===== config.mk =====
export PLATFORM = sky130hd
export DESIGN_NAME = axi_wr_arbiter
export DESIGN_NICKNAME = d
export VERILOG_FILES = /design/src/rtl/axi_wr_arbiter.sv
export SDC_FILE = /design/constraint.sdc
export NUM_CORES = 1
export LEC_CHECK = 0
export CAP_MARGIN = 10
export CORE_AREA = 2 2 149 151
export CTS_CLUSTER_SIZE = 8
export DETAILED_ROUTE_END_ITERATION = 10
export DIE_AREA = 0 0 151 153
export PLACE_DENSITY = 0.42
export SYNTH_ARGS = -nofsm -noshare
export SYNTH_HDL_FRONTEND = slang
export SYNTH_SLANG_ARGS = --single-unit

===== constraint.sdc =====
create_clock -name clk -period 2.6 [get_ports clk]
set_input_delay 0.52 -clock clk [delete_from_list [all_inputs] [get_ports clk]]
set_output_delay 0.52 -clock clk [all_outputs]
set_load 0.05 [all_outputs]

===== src/rtl/axi_wr_arbiter.sv =====
// axi_wr_arbiter: round-robin arbiter sharing one AXI write port (AW/W/B) between NUM_REQ requesters
// Ports: clk, rst (sync, active-high); i_s_* per-requester AW/W payload and handshakes (requester i at slice i);
// o_s_awready/o_s_wready/o_s_bvalid/o_s_bresp back to requesters; o_m_* downstream AW/W/B outputs;
// i_m_* downstream readies and B response; o_grant one-hot grant; o_err_beat sticky W beat-count error.
// Optional: define AXI_ARB_BEAT_CHECK_EN to enable the W beat counter behind o_err_beat (tied 0 otherwise).
module axi_wr_arbiter #(
    parameter int NUM_REQ    = 2,
    parameter int ADDR_WIDTH = 32,
    parameter int DATA_WIDTH = 64,
    parameter int ID_WIDTH   = 4
) (
    input  logic                             clk,
    input  logic                             rst,
    input  logic [NUM_REQ*ADDR_WIDTH-1:0]    i_s_awaddr,
    input  logic [NUM_REQ*ID_WIDTH-1:0]      i_s_awid,
    input  logic [NUM_REQ*8-1:0]             i_s_awlen,
    input  logic [NUM_REQ*DATA_WIDTH-1:0]    i_s_wdata,
    input  logic [NUM_REQ*DATA_WIDTH/8-1:0]  i_s_wstrb,
    input  logic [NUM_REQ-1:0]               i_s_wlast,
    input  logic [NUM_REQ-1:0]               i_s_awvalid,
    input  logic [NUM_REQ-1:0]               i_s_wvalid,
    input  logic [NUM_REQ-1:0]               i_s_bready,
    output logic [NUM_REQ-1:0]               o_s_awready,
    output logic [NUM_REQ-1:0]               o_s_wready,
    output logic [NUM_REQ-1:0]               o_s_bvalid,
    output logic [NUM_REQ*2-1:0]             o_s_bresp,
    output logic [ADDR_WIDTH-1:0]            o_m_awaddr,
    output logic [ID_WIDTH-1:0]              o_m_awid,
    output logic [7:0]                       o_m_awlen,
    output logic [DATA_WIDTH-1:0]            o_m_wdata,
    output logic [DATA_WIDTH/8-1:0]          o_m_wstrb,
    output logic                             o_m_wlast,
    output logic                             o_m_awvalid,
    output logic                             o_m_wvalid,
    output logic                             o_m_bready,
    input  logic                             i_m_awready,
    input  logic                             i_m_wready,
    input  logic                             i_m_bvalid,
    input  logic [1:0]                       i_m_bresp,
    output logic [NUM_REQ-1:0]               o_grant,
    output logic                             o_err_beat
);
    localparam int GW = $clog2(NUM_REQ);
    localparam int SW = DATA_WIDTH / 8;
    typedef enum logic [1:0] {IDLE, ADDR, DATA, RESP} state_t;
    state_t             r_state, w_next;
    logic [GW-1:0]      r_g, r_ptr, w_pick;
    logic [NUM_REQ-1:0] r_grant;
    logic               w_found, w_aw_hs, w_w_hs, w_b_hs;
    // Payload muxes follow the registered grant index only; no data-path registers.
    assign o_m_awaddr  = i_s_awaddr[r_g*ADDR_WIDTH +: ADDR_WIDTH];
    assign o_m_awid    = i_s_awid[r_g*ID_WIDTH +: ID_WIDTH];
    assign o_m_awlen   = i_s_awlen[r_g*8 +: 8];
    assign o_m_wdata   = i_s_wdata[r_g*DATA_WIDTH +: DATA_WIDTH];
    assign o_m_wstrb   = i_s_wstrb[r_g*SW +: SW];
    assign o_m_wlast   = i_s_wlast[r_g];
    assign o_m_awvalid = (r_state == ADDR) && i_s_awvalid[r_g];
    assign o_m_wvalid  = (r_state == DATA) && i_s_wvalid[r_g];
    assign o_m_bready  = (r_state == RESP) && i_s_bready[r_g];
    // Masking with the one-hot grant keeps every non-granted requester's ready/bvalid low.
    assign o_s_awready = {NUM_REQ{(r_state == ADDR) && i_m_awready}} & r_grant;
    assign o_s_wready  = {NUM_REQ{(r_state == DATA) && i_m_wready}} & r_grant;
    assign o_s_bvalid  = {NUM_REQ{(r_state == RESP) && i_m_bvalid}} & r_grant;
    assign o_s_bresp   = {NUM_REQ{i_m_bresp}};
    assign o_grant     = r_grant;
    assign w_aw_hs     = o_m_awvalid && i_m_awready;
    assign w_w_hs      = o_m_wvalid && i_m_wready;
    assign w_b_hs      = o_m_bready && i_m_bvalid;
    // First requesting index scanning upward from r_ptr with wrap.
    always_comb begin
        w_found = 1'b0;
        w_pick  = '0;
        for (int k = 0; k < NUM_REQ; k++) begin
            if (!w_found && i_s_awvalid[(int'(r_ptr) + k) % NUM_REQ]) begin
                w_found = 1'b1;
                w_pick  = GW'((int'(r_ptr) + k) % NUM_REQ);
            end
        end
    end
    always_comb begin
        w_next = r_state;
        case (r_state)
            IDLE:    w_next = w_found ? ADDR : IDLE;
            ADDR:    w_next = w_aw_hs ? DATA : ADDR;
            DATA:    w_next = (w_w_hs && o_m_wlast) ? RESP : DATA;
            default: w_next = w_b_hs ? IDLE : RESP;
        endcase
    end
    always_ff @(posedge clk) begin
        if (rst) r_state <= IDLE;
        else     r_state <= w_next;
    end
    always_ff @(posedge clk) begin
        if (rst) begin
            r_g     <= '0;
            r_ptr   <= '0;
            r_grant <= '0;
        end else if (r_state == IDLE && w_found) begin
            r_g     <= w_pick;
            r_grant <= NUM_REQ'(1) << w_pick;
        end else if (w_b_hs) begin
            r_grant <= '0;
            r_ptr   <= (r_g == GW'(NUM_REQ - 1)) ? '0 : r_g + 1'b1;
        end
    end
`ifdef AXI_ARB_BEAT_CHECK_EN
    logic [7:0] r_cnt, r_len;
    logic       r_err;
    // r_cnt is the index of the beat being handshaked; wlast must coincide exactly with index awlen.
    always_ff @(posedge clk) begin
        if (rst) begin
            r_cnt <= '0;
            r_len <= '0;
            r_err <= 1'b0;
        end else if (w_aw_hs) begin
            r_cnt <= '0;
            r_len <= o_m_awlen;
        end else if (w_w_hs) begin
            r_cnt <= r_cnt + 8'd1;
            if (o_m_wlast != (r_cnt == r_len)) r_err <= 1'b1;
        end
    end
    assign o_err_beat = r_err;
`else
    assign o_err_beat = 1'b0;
`endif
endmodule


* Yosys cells after proc, flatten, opt, wreduce, memory -nomap -nowiden *
Cells that the tools add are included.

storage, ports and cells
  register bits after elaboration = 6
  output and inout port bits = 133
  logic and storage cells = 64

cells by class
  $add $sub $neg = 2
  order comparisons = 3
  equal/unequal tests = 3
  shifts and indexed selects = 6
  multiplexer cells = 25
  bitwise operators = 5
  reductions and logical operators = 16

operators with widths
  operator                                                                number
  128-bit by 8-bit indexed part select with 64-bit output                 1
  64-bit by 7-bit indexed part select with 32-bit output                  1
  16-bit by 5-bit indexed part select with 8-bit output                   2
  1-bit two-way mux                                                       20
  1-bit logical AND                                                       12
  2-bit two-way mux                                                       4
  8-bit by 4-bit indexed part select with 4-bit output                    1
  2-bit AND                                                               3
  2-bit case mux with 3 select lines                                      1
  2-bit equality test (second input constant)                             2
  1-bit by 2-bit < comparator with 1-bit output (second input constant)   2
  2-bit by 3-bit < comparator with 1-bit output (second input constant)   1
  1-bit adder (second input constant)                                     2
  2-bit by 1-bit equality test with 1-bit output (second input constant)  1
  2-bit logical NOT                                                       1
  2-bit AND reduction                                                     1
  2-bit nonzero test                                                      1
  1-bit by 1-bit << shifter with 2-bit output (first input constant)      1
  1-bit AND (first input constant)                                        1
  1-bit logical NOT                                                       1
  1-bit NOT                                                               1

* Logic depth before layout (Yosys ltp) *
Gate-level depths: netlist of the first run.

  word-level depth = 10
  depth in mapped cells = 5

* Least setup slack after synthesis of the first run *
OpenSTA, ideal clock, no wires.

  path kind = flip-flop to output port
  from = register r_state[1]
  to = output port o_m_wvalid
  arrival time = 1.347 ns
  setup slack = 0.733 ns
  stages on the path, launching flop included = 3
  path buffers = 0
  path through = dfxtp_1 nor2b_1 nor2b_1

between the ends
  longest elaborated chain between the ends = 2

RTL lines
  item                    RTL line  text
  start, declared         46        state_t r_state, w_next;
  start signal, assigned  91        else r_state <= w_next;
  2-bit equality test     58        assign o_m_wvalid = (r_state == DATA) && i_s_wvalid[r_g];
  1-bit logical AND       58
  end, declared           34        output logic o_m_wvalid,

Every way passes these cells.

* Worst setup path after layout of the first run *
  from = register r_g
  to = output port o_m_wvalid

between the ends
  longest elaborated chain between the ends = 3

RTL lines
  item                                                  RTL line  text
  start, declared                                       47        logic [GW-1:0] r_g, r_ptr, w_pick;
  start signal, assigned                                99        r_g <= w_pick;
  1-bit two-way mux (not written as such) (2 in a row)  58
  1-bit logical AND                                     58

Every way passes these cells. The select of a mux whose other input is x is not followed.

==> flow_summary.json, run 1 <==
{
  "antennaDiodeCount": 0,
  "setup_slack_ns": 0.274,
  "cp_top_family": "flip-flops",
  "p_per_area_nw_per_um2": 331,
  "synth_cell_types": 27,
  "arrival_ns": 1.81,
  "vias": 3037,
  "final_common_cell": "clkdlybuf4s50_1",
  "yosysSeqAreaShare_pct": 6.54,
  "max_stage_delay_ns": 0.65,
  "dp_cells": 822,
  "cts_setup_buffers": 0,
  "cap_violations": 0,
  "grt_pass1_wl_um": 19200,
  "outcome": "finished, final reports clean",
  "htree_levels": 1,
  "die_w_um": 151,
  "ios": 380,
  "post_cts_resized": 0,
  "die_area_um2": 23100,
  "postCtsHoldBufs": 0,
  "wl_per_cell_um": 17.1,
  "cts_sinks": 6,
  "hold_viol_final": 0,
  "cpMostUsedCell": "buf_12",
  "syn_nets": 430,
  "numPortBuffers": 372,
  "grt_max_degree": 30,
  "cp-end-kind": "primary output",
  "dpl.hpwl_um": 12500,
  "area_growth_pct": 216,
  "design_area_um2": 5800,
  "layout-drive-gt1-share_pct": 46.7,
  "crit_path_start_kind": "register",
  "tns_ns": 0,
  "relSlewSlack_pct": 64.4,
  "synthesis.area_um2": 1840,
  "grt_overflow_total": 0,
  "avgSynthCellArea_um2": 10.0,
  "crit_required_ns": 2.08,
  "path_cells": "buf_12, mux2i_1, nor2b_1, buf_12",
  "tightest_slew_ns": 0.533,
  "stdcell_count": 826,
  "skew_ns": 0.00427,
  "timing.fmax_mhz": 430,
  "syn_inst": 183,
  "die_y_um": 153,
  "setup_violations": 0,
  "ant_nets": 0,
  "p_leak_nw": 2.28,
  "cts_buffer_depth": 2,
  "num-nets-final": 794,
  "place_ws_ns": 0.386,
  "grt_pass1_vias": 3191,
  "coreArea_um2": 21500,
  "hp-class": "reg2reg",
  "drt_iter0_drc": 69,
  "clk_pin_slew_ns": 0.04,
  "drv_slew": 0,
  "place_area_um2": 5720,
  "ys_warn_count": 0,
  "critical_path_class": "reg2out",
  "cp_max_fo": 29,
  "final_cell_mix": "246 x clkdlybuf4s50_1, 117 x mux2_2, 117 x buf_4",
  "num_rows": 54,
  "cts_tree": "built",
  "cts-root-buf": "clkbuf_16",
  "viasPerCell": 3.68,
  "drtPass1Iterations": 4,
  "rsz0062_at_grt": "false",
  "synth-seq-cells": 6,
  "gp_congestion": 0.807,
  "finalCriticalPeriod_ns": 2.33,
  "slowest_stage": "dfxtp_4",
  "peakVddDrop_mv": 0.199,
  "grt_antenna_before_repair": 0,
  "min_period_over_period_pct": 89.4,
  "clk-insertion-delay-late_ns": 0.23,
  "crit_buf_inv": 2,
  "track_usage_pct": 11.0,
  "drc_errors": 0,
  "cts_buffers": 3,
  "wirelength_um": 14100,
  "initial_core_util_pct": 8.55
}
metrics by stage:
step	utilization, %	hold WS, ns	power, mW
after global placement	26.6	0.477	1.68
after detailed placement	26.6	0.482	1.68
final	27.0	0.519	1.92
after global routing	27.0	0.558	2.00
after CTS	27.0	0.511	1.94
after floorplan	-	0.442	0.977
worst register-to-register path, cell delays in order (launching register included):
cell and delay (ns):
dfxtp_4 0.65, buf_12 0.26, mux2i_1 0.35, nand4b_1 0.18, a311oi_1 0.09
metal layers:
| layer | part of all wire (%) | vias up | track usage [%] |
|---|---|---|---|
| li1 | - | 1411 | - |
| met1 | 37 | 1381 | 12.2 |
| met2 | 50 | 231 | 20.8 |
| met3 | 11 | 14 | 2.87 |
| met4 | 1.5 | 0 | 2.09 |
| met5 | 0 | - | 0 |
synth_stat cells (all sizes together):
master | count | share of area [%]
o21ai | 4 | 1.1
and2 | 2 | 0.68
buf | 20 | 7.3
o31ai | 1 | 0.41
conb | 1 | 0.20
nor2 | 3 | 0.61
nand3 | 2 | 0.54
dfxtp | 6 | 6.5
and2b | 2 | 0.82
inv | 1 | 0.20
a21oi | 4 | 1.1
nor4bb | 1 | 0.54
nor2b | 2 | 0.68
mux2i | 3 | 2.3
mux2 | 117 | 72
nand2b | 1 | 0.34
nand4b | 1 | 0.48
nand2 | 1 | 0.20
a311oi | 1 | 0.48
o221ai | 1 | 0.48
o21bai | 2 | 0.82
nand3b | 1 | 0.41
or3 | 1 | 0.34
and3 | 5 | 1.7
cell type report:
cell class / instances / area, µm²
Multi-Input combinational cell: 156 / 1580
Timing Repair Buffer: 379 / 3660
Clock buffer: 4 / 78.8
Sequential cell: 6 / 124
Tap cell: 280 / 350
Inverter: 1 / 3.75
Fill cell: 2271 / 15700
state kept, by name (all words and copies together) (netlist names):
register	flops
r_ptr	1
o_grant	2
r_state	2
r_g	1
power by group:
part           switching (mW)  internal (mW)  total [mW]
clock network          0.0540          0.204       0.258
logic                   0.825          0.715        1.54
registers              0.0241         0.0995       0.124
total                   0.903           1.02        1.92
path summary, 6_finish.rpt:
kind / depth (start not counted) / slack (ns) / to / startpoint
setup / recovery: 4 / 0.27 / o_m_wvalid / r_g
hold / removal: 2 / 0.52 / r_ptr / r_ptr
setup reg to reg: 4 / 0.93 / r_state[0] / r_g
hold reg to reg: 2 / 0.52 / r_ptr / r_ptr
logic make-up after synthesis:
group / Yosys count / share of synthesized area [%]
flops: 6 / 6.54
compound gates: 13 / 4.36
other cells: 1 / 0.204
buf+inv: 21 / 7.49
simple gates: 22 / 7.36
mux: 120 / 74.0
No activity file was read; power rests on OpenSTA's default activity.
==> inputs of run 2 (changes only) <==
- ABC_AREA: unset -> 1
- CORE_AREA: 2 2 149 151 -> 2 2 150 152
- DIE_AREA: 0 0 151 153 -> 0 0 152 154
==> run 2 against run 1 <==
- non-clock buffer count fell by 3
- utilization up 6.1 points
- sequential power down 3%
- die area grew 1.3%
- largest cell class unchanged
- routed wire length is 3.4% higher
- sequential cell count did not move
- fmax grew 4.3%
==> flow_summary.json, run 2 <==
{
  "cts_sinks": 6,
  "grt_antenna_before_repair": 0,
  "peakVddDrop_mv": 0.141,
  "num-nets-final": 1044,
  "layout-drive-gt1-share_pct": 17.0,
  "clk_pin_slew_ns": 0.04,
  "r2r_start": "r_g",
  "clk-insertion-delay-late_ns": 0.23,
  "cap_violations": 0,
  "htree_levels": 1,
  "ys_warn_count": 0,
  "grt_pass1_vias": 3827,
  "final_common_cell": "nand2_1",
  "cp_max_fo": 38,
  "utilization_pct": 33.1,
  "clkPwrFrac_pct": 9.9,
  "die_w_um": 152,
  "die_area_um2": 23400,
  "yosysSeqAreaShare_pct": 6.50,
  "dpl.hpwl_um": 12500,
  "crit_path_start_kind": "register",
  "seqPwrFrac_pct": 4.6,
  "rsz0062_at_grt": "false",
  "timing.fmax_mhz": 449,
  "syn_inst": 447,
  "cts_buffers": 3,
  "holdPathStages": 2,
  "hold_end": "o_grant[0]",
  "antennaDiodeCount": 0,
  "wl_per_cell_um": 13.6,
  "async_flop_share_pct": 0,
  "min_period_over_period_pct": 85.7,
  "synth_edf_count": 0,
  "synth-seq-cells": 6,
  "syn_nets": 694,
  "setup_slack_ns": 0.371,
  "ant_nets": 0,
  "synth.area.top_cells": "nand2_1 75%, dfxtp_1 6.5%, clkbuf_1 3.2%, buf_4 2.8%, inv_1 2.8%",
  "p_leak_nw": 3.39,
  "setup_violations": 0,
  "r2r-end": "r_state[0]",
  "tightest_slew_ns": 0.533,
  "critical_path_class": "reg2out",
  "drt_iter0_drc": 191,
  "finalCriticalPeriod_ns": 2.23,
  "skew_ns": 0.00243,
  "power_frac_comb_pct": 85.5,
  "place_ws_ns": 0.493,
  "hold_ws_ns": 0.477,
  "cts_buffer_depth": 2,
  "drtPass1Iterations": 4,
  "die_y_um": 154,
  "cts_tree": "built",
  "numPortBuffers": 372,
  "num_rows": 54,
  "post_cts_resized": 0,
  "hold_path.startpoint": "o_grant[0]",
  "yosys-top-cells-count": "368 x nand2_1, 16 x clkbuf_1, 14 x inv_1",
  "p_total_mw": 2.61,
  "vias": 3828,
  "gp_congestion": 0.762,
  "hp-class": "reg2reg",
  "area_growth_pct": 288,
  "cts_setup_buffers": 0,
  "ios": 380,
  "power_switching_mw": 1.20,
  "initial_core_util_pct": 8.52,
  "yosysMostFrequentCell": "nand2_1",
  "cp-end-kind": "primary output",
  "postCtsHoldBufs": 0,
  "cp-startpoint": "r_g",
  "sw_frac_of_total_pct": 46.1,
  "drc_errors": 0,
  "p_int_mw": 1.41,
  "tns_ns": 0,
  "outcome": "finished, final reports clean",
  "wirelength_um": 14600,
  "synth_cell_types": 17,
  "drv_slew": 0,
  "grt_max_degree": 62,
  "p_per_area_nw_per_um2": 364,
  "grt_pass1_wl_um": 21400,
  "avgSynthCellArea_um2": 4.13,
  "track_usage_pct": 11.3,
  "arrival_ns": 1.71,
  "synth_area_leader_cell": "nand2_1",
  "synth_flop_cell": "dfxtp_1",
  "relSlewSlack_pct": 64.3,
  "synth_top_area_share_pct": 74.7,
  "cts-root-buf": "clkbuf_16",
  "rrSetupSlack_ns": 0.96,
  "final_cell_mix": "368 x nand2_1, 246 x clkdlybuf4s50_1, 129 x buf_12",
  "synthesis.area_um2": 1850,
  "viasPerCell": 3.56,
  "hold_viol_final": 0,
  "grt_overflow_total": 0,
  "coreArea_um2": 21700,
  "reg2regPathDepth": 9,
  "crit_required_ns": 2.08
}
## run 2: worst max-delay path by stage
stage                           to  slack, ns
global placement    o_s_awready[0]       0.52
global route         o_m_wdata[38]       0.26
floorplan           o_s_awready[1]       0.20
finish               o_m_wdata[38]       0.37
CTS                  o_m_wdata[38]       0.33
detailed placement  o_s_awready[0]       0.49
## run 2: kinds of logic (layout without fill, tap and decap cells)
family,count (synthesis),after routing,synth area share [%]
buf+inv,46,395,11.6
simple gates,384,384,78.7
compound gates,10,10,2.91
flops,6,6,6.50
other cells,1,1,0.203
## run 2: critical path, stage by stage (launching register included)
cell and delay (ns):
dfxtp_4 0.63, buf_4 0.35, nand2_1 0.08, nand2_1 0.21, buf_12 0.18
## run 2: metal layers
metal	vias up	GRT usage [%]	wire, µm
li1	2016	-	-
met1	1563	13.1	5790
met2	241	21.1	7320
met3	8	3.47	1380
met4	0	1.34	121
met5	-	0	0
## run 2: power groups by stage
stage	Sequential, mW	Clock [mW]	Combinational (mW)
after floorplan	0.118	0	0.945
after detailed placement	0.121	0	2.26
final	0.120	0.258	2.23
after global placement	0.122	0	2.26
after CTS	0.120	0.262	2.27
after global routing	0.123	0.269	2.34
## run 2: cell type report
type	count	area (µm²)
flip-flops and latches	6	124
inverters	15	58.8
well taps	280	350
fillers	2306	14500
multi-input cells	395	1510
clock buffers	4	78.8
repair buffers	376	5050
## run 2: through the flow
stage | cells | area [µm²]
after floorplan | 447 | 1850
after global placement | 1072 | 7100
after detailed placement | 1072 | 7100
after CTS | 1076 | 7180
after global routing | 1076 | 7180
final | 1076 | 7180
==> inputs of run 3 (changes only) <==
- CTS_BUF_LIST: unset -> sky130_fd_sc_hd__clkbuf_8
==> run 3 against run 2 <==
- clock power decreased by 44%
- power decreased by 4.3%
- cell count unchanged
- clock-buffer cell count decreased by 1
- global-route usage about the same
- register-to-register slack about the same
- die area unchanged
- clock skew increased by 0.0020 ns
- combinational power about the same
- largest power group unchanged
==> flow_summary.json, run 3 (synthesized netlist as in run 2, its figures left out) <==
{
  "outcome": "finished, final reports clean",
  "met3_usage_pct": 3.47,
  "vias": 3833,
  "antennaDiodeCount": 0,
  "critical_path_class": "reg2out",
  "wl_per_cell_um": 13.6,
  "grt_max_degree": 62,
  "hold_end": "r_ptr",
  "p_total_mw": 2.50,
  "cts_buffers": 3,
  "grt_util_met1_pct": 13.1,
  "cap_violations": 0,
  "power_frac_comb_pct": 89.4,
  "place_area_um2": 7100,
  "die_area_um2": 23400,
  "ios": 380,
  "hold_ws_ns": 0.473,
  "hold_viol_final": 0,
  "crit_path_start_kind": "register",
  "grt_pass1_vias": 3827,
  "initial_core_util_pct": 8.52,
  "finalCriticalPeriod_ns": 2.22,
  "grtUsageMet2_pct": 21.1,
  "holdPathStages": 2,
  "hold_path.startpoint": "r_ptr",
  "setup_violations": 0,
  "postCtsHoldBufs": 0,
  "fill_cells": 2310,
  "place_ws_ns": 0.493,
  "clkPwrFrac_pct": 5.8,
  "num-nets-final": 1044,
  "dpl.hpwl_um": 12500,
  "num_rows": 54,
  "viasPerCell": 3.56,
  "relSlewSlack_pct": 64.3,
  "rsz0062_at_grt": "false",
  "cts_buffer_depth": 2,
  "numPortBuffers": 372,
  "layout-drive-gt1-share_pct": 17.0,
  "final_cell_mix": "368 x nand2_1, 246 x clkdlybuf4s50_1, 129 x buf_12",
  "utilization_pct": 32.9,
  "grt_overflow_total": 0,
  "hp-class": "reg2reg",
  "cts-root-buf": "clkbuf_8",
  "die_y_um": 154,
  "cts_tree": "built",
  "peakVddDrop_mv": 0.141,
  "clk_pin_slew_ns": 0.04,
  "wirelength_um": 14600,
  "p_int_mw": 1.31,
  "p_per_area_nw_per_um2": 350,
  "setup_slack_ns": 0.378,
  "cts_sinks": 6,
  "skew_ns": 0.00441,
  "seqPwrFrac_pct": 4.8,
  "design_area_um2": 7140,
  "track_usage_pct": 11.3,
  "timing.fmax_mhz": 450,
  "drv_slew": 0,
  "grt_antenna_before_repair": 0,
  "arrival_ns": 1.70,
  "drt_iter0_drc": 182,
  "power_switching_mw": 1.19,
  "cp-end-kind": "primary output",
  "area_growth_pct": 287,
  "top_usage_layer": "met2",
  "min_period_over_period_pct": 85.5,
  "crit_required_ns": 2.08,
  "dp_cells": 1072,
  "tightest_slew_ns": 0.533,
  "die_w_um": 152,
  "r2r_start": "r_g",
  "rrSetupSlack_ns": 0.97,
  "grt_pass1_wl_um": 21300,
  "final_common_cell": "nand2_1",
  "reg2regPathDepth": 9,
  "coreArea_um2": 21700,
  "ant_nets": 0,
  "htree_levels": 1,
  "sw_frac_of_total_pct": 47.7,
  "r2r-end": "r_state[0]",
  "post_cts_resized": 0,
  "cp_max_fo": 38,
  "drtPass1Iterations": 4,
  "gp_congestion": 0.762,
  "clk-insertion-delay-late_ns": 0.22,
  "p_leak_nw": 3.37,
  "drc_errors": 0,
  "cts_setup_buffers": 0,
  "tns_ns": 0,
  "stdcell_count": 1076
}
run 3: how the worst max path moves through the flow:
stage | from | end | slack, ns | cells past startpoint
after floorplan | o_grant[1] | o_s_awready[1] | 0.20 | 2
after global placement | i_m_awready | o_s_awready[0] | 0.52 | 4
after detailed placement | i_m_awready | o_s_awready[0] | 0.49 | 4
after CTS | r_g | o_m_wdata[38] | 0.34 | 4
after global routing | r_g | o_m_wdata[38] | 0.26 | 4
final | r_g | o_m_wdata[38] | 0.38 | 4
run 3: area by class of cell:
class	instances	area, µm²	share of cell area (%)
clock buffers	3	41.3	0.578
inverters	15	58.8	0.823
clock inverters	1	3.75	0.0525
multi-input cells	395	1510	21.2
flip-flops and latches	6	124	1.73
repair buffers	376	5050	70.7
well taps	280	350	4.90
run 3: power groups by stage:
| stage | logic (mW) | registers [mW] | clock network [mW] |
|---|---|---|---|
| 6_report | 2.23 | 0.120 | 0.144 |
| 3_3_place_gp | 2.26 | 0.122 | 0 |
| 5_1_grt | 2.34 | 0.122 | 0.154 |
| 2_1_floorplan | 0.945 | 0.118 | 0 |
| 4_1_cts | 2.27 | 0.120 | 0.149 |
| 3_5_place_dp | 2.26 | 0.121 | 0 |
run 3: layer usage:
metal,up-vias,wire [µm]
met1,1565,5780
li1,2016,-
met2,244,7310
met3,8,1390
met5,-,0
met4,0,121
run 3: worst max-delay path, cell delays in order, from the launching register on:
cell and delay, ns:
dfxtp_4 0.63, buf_4 0.35, nand2_1 0.08, nand2_1 0.21, buf_12 0.18
